<file path="src/rtl/can_pkg.sv">
// Shared CAN decoder definitions: tail-sequencer state codes, bus levels, default field lengths.
package can_pkg;

  typedef enum logic [2:0] {
    IDLE     = 3'd0,
    CRC_DEL  = 3'd1,
    ACK_SLOT = 3'd2,
    ACK_DEL  = 3'd3,
    EOF      = 3'd4,
    IFS      = 3'd5,
    ERR_WAIT = 3'd6
  } state_e;

  localparam logic DOMINANT  = 1'b0;
  localparam logic RECESSIVE = 1'b1;

  localparam int EOF_LEN_DEF     = 7;
  localparam int IFS_LEN_DEF     = 3;
  localparam int RECOVER_LEN_DEF = 11;
  localparam int CNT_W_DEF       = 4;

endpackage

</file>
<file path="src/rtl/can_tail_sequencer.sv">
// CAN frame tail sequencer: CRC delimiter, ACK slot/delimiter, EOF and intermission,
// with error/overload flagging and a recessive-run recovery wait after any fault.
module can_tail_sequencer
  import can_pkg::*;
#(
  parameter int EOF_LEN     = EOF_LEN_DEF,
  parameter int IFS_LEN     = IFS_LEN_DEF,
  parameter int RECOVER_LEN = RECOVER_LEN_DEF,
  parameter int CNT_W       = CNT_W_DEF
) (
  input  logic       clock,
  input  logic       reset,
  input  logic       SP,
  input  logic       RX,
  input  logic       crc_done,
  input  logic       abort,
  output logic       eof_flag,
  output logic       form_error,
  output logic       ack_error,
  output logic       eof_error,
  output logic       overload,
  output logic       frame_ok,
  output logic       bus_idle,
  output logic [2:0] state
);

  // One extra bit so the incremented count (bit index n) never overflows in comparisons.
  localparam logic [CNT_W:0] ONE_N = (CNT_W + 1)'(1);
  localparam logic [CNT_W:0] EOF_N = (CNT_W + 1)'(EOF_LEN);
  localparam logic [CNT_W:0] IFS_N = (CNT_W + 1)'(IFS_LEN);
  localparam logic [CNT_W:0] REC_N = (CNT_W + 1)'(RECOVER_LEN);

  state_e           state_q, state_d;
  logic [CNT_W-1:0] bit_cnt_q, bit_cnt_d;
  logic [CNT_W:0]   bit_n;
  logic             eof_flag_q, eof_flag_d;
  logic             form_error_q, form_error_d;
  logic             ack_error_q, ack_error_d;
  logic             eof_error_q, eof_error_d;
  logic             overload_q, overload_d;
  logic             frame_ok_q, frame_ok_d;

  assign bit_n = {1'b0, bit_cnt_q} + ONE_N;

  // Next state, bit counter and pulse requests; abort overrides everything at the end.
  always_comb begin
    state_d      = state_q;
    bit_cnt_d    = bit_cnt_q;
    eof_flag_d   = 1'b0;
    form_error_d = 1'b0;
    ack_error_d  = 1'b0;
    eof_error_d  = 1'b0;
    overload_d   = 1'b0;
    frame_ok_d   = 1'b0;
    case (state_q)
      IDLE: begin
        // A coincident SP is the last CRC bit, so it is deliberately not evaluated here.
        if (crc_done) begin
          state_d   = CRC_DEL;
          bit_cnt_d = '0;
        end
      end
      CRC_DEL: begin
        if (SP) begin
          bit_cnt_d = '0;
          if (RX == RECESSIVE) begin
            state_d = ACK_SLOT;
          end else begin
            state_d      = ERR_WAIT;
            form_error_d = 1'b1;
          end
        end
      end
      ACK_SLOT: begin
        if (SP) begin
          bit_cnt_d = '0;
          if (RX == DOMINANT) begin
            state_d = ACK_DEL;
          end else begin
            state_d     = ERR_WAIT;
            ack_error_d = 1'b1;
          end
        end
      end
      ACK_DEL: begin
        if (SP) begin
          bit_cnt_d = '0;
          if (RX == RECESSIVE) begin
            state_d    = EOF;
            eof_flag_d = 1'b1;
          end else begin
            state_d      = ERR_WAIT;
            form_error_d = 1'b1;
          end
        end
      end
      EOF: begin
        if (SP) begin
          if (bit_n < EOF_N) begin
            if (RX == DOMINANT) begin
              state_d     = ERR_WAIT;
              bit_cnt_d   = '0;
              eof_error_d = 1'b1;
            end else begin
              bit_cnt_d = bit_n[CNT_W-1:0];
            end
          end else begin
            // Dominant in the last EOF bit still completes the frame but signals overload.
            frame_ok_d = 1'b1;
            bit_cnt_d  = '0;
            if (RX == RECESSIVE) begin
              state_d = IFS;
            end else begin
              state_d    = ERR_WAIT;
              overload_d = 1'b1;
            end
          end
        end
      end
      IFS: begin
        if (SP) begin
          if (bit_n >= IFS_N) begin
            // Dominant in the last intermission bit is a new SOF, so simply release to IDLE.
            state_d   = IDLE;
            bit_cnt_d = '0;
          end else if (RX == DOMINANT) begin
            state_d    = ERR_WAIT;
            bit_cnt_d  = '0;
            overload_d = 1'b1;
          end else begin
            bit_cnt_d = bit_n[CNT_W-1:0];
          end
        end
      end
      ERR_WAIT: begin
        if (SP) begin
          if (RX == DOMINANT) begin
            bit_cnt_d = '0;
          end else if (bit_n >= REC_N) begin
            state_d   = IDLE;
            bit_cnt_d = '0;
          end else begin
            bit_cnt_d = bit_n[CNT_W-1:0];
          end
        end
      end
      default: begin
        state_d   = IDLE;
        bit_cnt_d = '0;
      end
    endcase
    if (abort) begin
      state_d      = IDLE;
      bit_cnt_d    = '0;
      eof_flag_d   = 1'b0;
      form_error_d = 1'b0;
      ack_error_d  = 1'b0;
      eof_error_d  = 1'b0;
      overload_d   = 1'b0;
      frame_ok_d   = 1'b0;
    end
  end

  // State, counter and one-clock pulse registers.
  always_ff @(posedge clock or posedge reset) begin
    if (reset) begin
      state_q      <= IDLE;
      bit_cnt_q    <= '0;
      eof_flag_q   <= 1'b0;
      form_error_q <= 1'b0;
      ack_error_q  <= 1'b0;
      eof_error_q  <= 1'b0;
      overload_q   <= 1'b0;
      frame_ok_q   <= 1'b0;
    end else begin
      state_q      <= state_d;
      bit_cnt_q    <= bit_cnt_d;
      eof_flag_q   <= eof_flag_d;
      form_error_q <= form_error_d;
      ack_error_q  <= ack_error_d;
      eof_error_q  <= eof_error_d;
      overload_q   <= overload_d;
      frame_ok_q   <= frame_ok_d;
    end
  end

  assign eof_flag   = eof_flag_q;
  assign form_error = form_error_q;
  assign ack_error  = ack_error_q;
  assign eof_error  = eof_error_q;
  assign overload   = overload_q;
  assign frame_ok   = frame_ok_q;
  assign bus_idle   = (state_q == IDLE);
  assign state      = state_q;

endmodule

</file>
<file path="config.mk">
export PLATFORM = sky130hd
export DESIGN_NAME = can_tail_sequencer
export DESIGN_NICKNAME = d
export VERILOG_FILES = /design/src/rtl/can_pkg.sv /design/src/rtl/can_tail_sequencer.sv
export SDC_FILE = /design/constraint.sdc
export NUM_CORES = 1
export LEC_CHECK = 0
export ABC_AREA = 1
export CORE_AREA = 2 2 46 48
export DETAILED_ROUTE_END_ITERATION = 12
export DIE_AREA = 0 0 48 50
export PLACE_DENSITY = 0.77
export SYNTH_ARGS = -nofsm -noshare
export SYNTH_HDL_FRONTEND = slang
export SYNTH_SLANG_ARGS = --single-unit
</file>
<file path="constraint.sdc">
create_clock -name clock -period 1.8 [get_ports clock]
set_input_delay 0.18 -clock clock [delete_from_list [all_inputs] [get_ports clock]]
set_output_delay 0.18 -clock clock [all_outputs]
set_load 0.02 [all_outputs]
</file>
==> flow_summary.toml <==
[sta]
rsz0062_at_grt = "false"
fmax_mhz = 585.3
slew_headroom_pct = 69.09
whs_ns = 0.2134
tns_ns = 0
tightestPinTransition_ns = 0.4632
fin_ws_ns = 0.09154
setup-violations-final = 0
fin_crit_ns = 1.708
drv_slew = 0
hold_viol_final = 0
fin_crit_sh_pct = 94.91
finClkSkew_ns = 0.002550

[critical_path]
cp.required_ns = 1.62
startpoint_type = "flip-flop"
critPathKind = "reg2out"
critPathTopFamily = "buffers and inverters"
cpPeakStageDelay_ns = 0.68
cp_max_fo = 11
worst-path-buf-inv = 1
crit_chain = "clkdlybuf4s50_1"
cp-end-kind = "output pin"
crit_slowest_cell = "clkdlybuf4s50_1"
cp_data_arrival_time_ns = 1.53

[global_routing]
grt_pass1_wl_um = 3270
gr-usage-all-layers_pct = 18.19
grt_max_degree = 14
grt-ovfl-total = 0
first_global_vias = 810
antenna_found_initial = 0

[drt]
route.detailed.drc = 0
routed_wl_um = 1952
drt_first_pass_iters = 4
via_count = 881
vias_per_cell = 5.034
ant_nets = 0
drtIter0Drc = 24
wl_per_cell_um = 11.15

[floorplanning]
die_x_um = 48
coreArea_um2 = 1902
start_util_pct = 47.04
ios = 16
rows = 16
die_y_um = 50
die-area_um2 = 2400

[layout]
seq_area_um2 = 327.8
n_fill_cell = 165
area_growth_pct = 26.57
drive_gt1_share_pct = 20.27
design_area_um2 = 1132
mostFrequentLayoutCell = "nand2_1"
layout_common_cells = "37 x nand2_1, 16 x inv_1, 14 x clkdlybuf4s50_1"
nets = 157
antenna_cells = 0
multi_input_area_um2 = 490.5

[synthesis]
syn-num-nets = 135
synth.avg_cell_area_um2 = 7.044
synth_cells = 127
ys_types = 25
synth-seq-cells = 13
yosysWarnings = 0
synth_seq_area_share_pct = 36.36
synth_area_um2 = 894.6

[placed_design]
gp_congestion = 0.9136
place_hpwl_um = 1461
port_buffers = 15
place_area_um2 = 1067
dp_slack_ns = 0.07142

[clock_network]
clock-root-buffer = "clkbuf_4"
cts_buffers = 3
clockBufferDepth = 2
cts.sinks = 13
clkTransAtPathRegs_ns = 0.08
cts.htree.levels = 1
insertion_delay_ns = 0.27
cts_tree = "built"

[worst_hold_path]
hp-class = "in2async"

[power_and_ir_drop]
power_mw = 1.408
peakVddDrop_uv = 1127
p_leak_nw = 0.5332
power.density_nw_per_um2 = 1243

[run_status]
status = "completed"

[run]
cap_violations = 0
-- final timing paths --
check	start	to	slack, ns	cells past startpoint
worst min-delay path	reset	bit_cnt_q[3]$_DFFE_PP0P_	0.21	2
worst max register to register	bit_cnt_q[1]$_DFFE_PP0P_	bit_cnt_q[0]$_DFFE_PP0P_	0.14	9
worst min register to register	bit_cnt_q[1]$_DFFE_PP0P_	bit_cnt_q[1]$_DFFE_PP0P_	0.61	2
worst max-delay path	state[2]$_DFFE_PP0P_	state[2]	0.09	1
min in group clock	bit_cnt_q[1]$_DFFE_PP0P_	bit_cnt_q[1]$_DFFE_PP0P_	0.61	2
max in group asynchronous	reset	bit_cnt_q[0]$_DFFE_PP0P_	1.25	2
-- cells by family (layout without fill, tap and decap cells) --
group | Yosys count | in the layout | synth area share, %
buffers and inverters | 22 | 43 | 10.49
DFF | 13 | 13 | 36.36
and+or+nand+nor | 79 | 79 | 42.80
adders and majority gates | 2 | 2 | 2.797
AOI/OAI and AO/OA | 11 | 11 | 7.553
-- flip-flops by register name, indices dropped and copies added, names as in the netlist --
register / cells
form_error: 1
state: 3
ack_error: 1
bit_cnt_q: 4
eof_flag: 1
eof_error: 1
overload: 1
frame_ok: 1
-- Yosys cell counts --
| cell type | instances | share of area (%) |
|---|---|---|
| inv_2 | 2 | 0.84 |
| a22oi_1 | 1 | 0.84 |
| nor3_1 | 4 | 2.2 |
| clkinv_1 | 1 | 0.42 |
| buf_4 | 1 | 0.84 |
| nand3_1 | 8 | 4.5 |
| o21ai_1 | 1 | 0.56 |
| buf_6 | 1 | 1.3 |
| nand3_2 | 1 | 1.1 |
| dfrtp_1 | 13 | 36 |
| o21ai_0 | 3 | 1.7 |
| ha_1 | 2 | 2.8 |
| nor2_1 | 11 | 4.6 |
| nand2_1 | 37 | 16 |
| nand4_1 | 4 | 2.8 |
| inv_1 | 17 | 7.1 |
| a21oi_1 | 2 | 1.1 |
| nand2_2 | 6 | 4.2 |
| o21ai_2 | 1 | 0.98 |
| o211ai_1 | 1 | 0.84 |
| nor2_2 | 4 | 2.8 |
| nand2_4 | 1 | 1.3 |
| nor2_4 | 3 | 3.8 |
| o22ai_1 | 1 | 0.70 |
| a211oi_1 | 1 | 0.84 |
-- area by class of cell --
class                           instances  share of cell area (%)
Clock buffer                            4                   2.320
Timing Repair Buffer                   19                   15.80
Tap cell                               27                   2.983
Sequential cell                        13                   28.95
Multi-Input combinational cell         92                   43.31
Inverter                               20                   6.630
-- metal layers --
metal,track usage (%),share of wire (%),up-vias
li1,-,-,445
met1,24.32,46,406
met2,30.00,49,26
met3,0,3.2,4
met4,7.207,1.8,0
met5,0,0,-
-- stage by stage --
stage	util (%)	std cells
3_5_place_dp	56.12	168
4_1_cts	57.43	172
6_report	59.54	175
3_3_place_gp	56.12	168
5_1_grt	59.54	175
2_1_floorplan	-	127
-- worst reg2reg max path: stages, from the launching register on --
cell     delay, ns
dfrtp_2       0.44
ha_1          0.25
inv_1         0.06
nand2_1       0.11
nand3_1       0.11
nor2_1        0.12
nand2_2       0.10
nand3_1       0.14
nand3_2       0.12
a21oi_1       0.14
-- power breakdown --
group	total (mW)	switching [mW]	internal [mW]
Sequential	0.438	0.0976	0.341
Clock	0.180	0.0938	0.0858
Combinational	0.790	0.474	0.316
-- timing repair --
action	in CTS	in global routing
hold buffers	0	0
setup endpoints to repair	1	7
cloned	0	0
pin swaps	0	1
setup buffers	0	3
resized for setup	1	5
(Power assumes the default switching activity.)
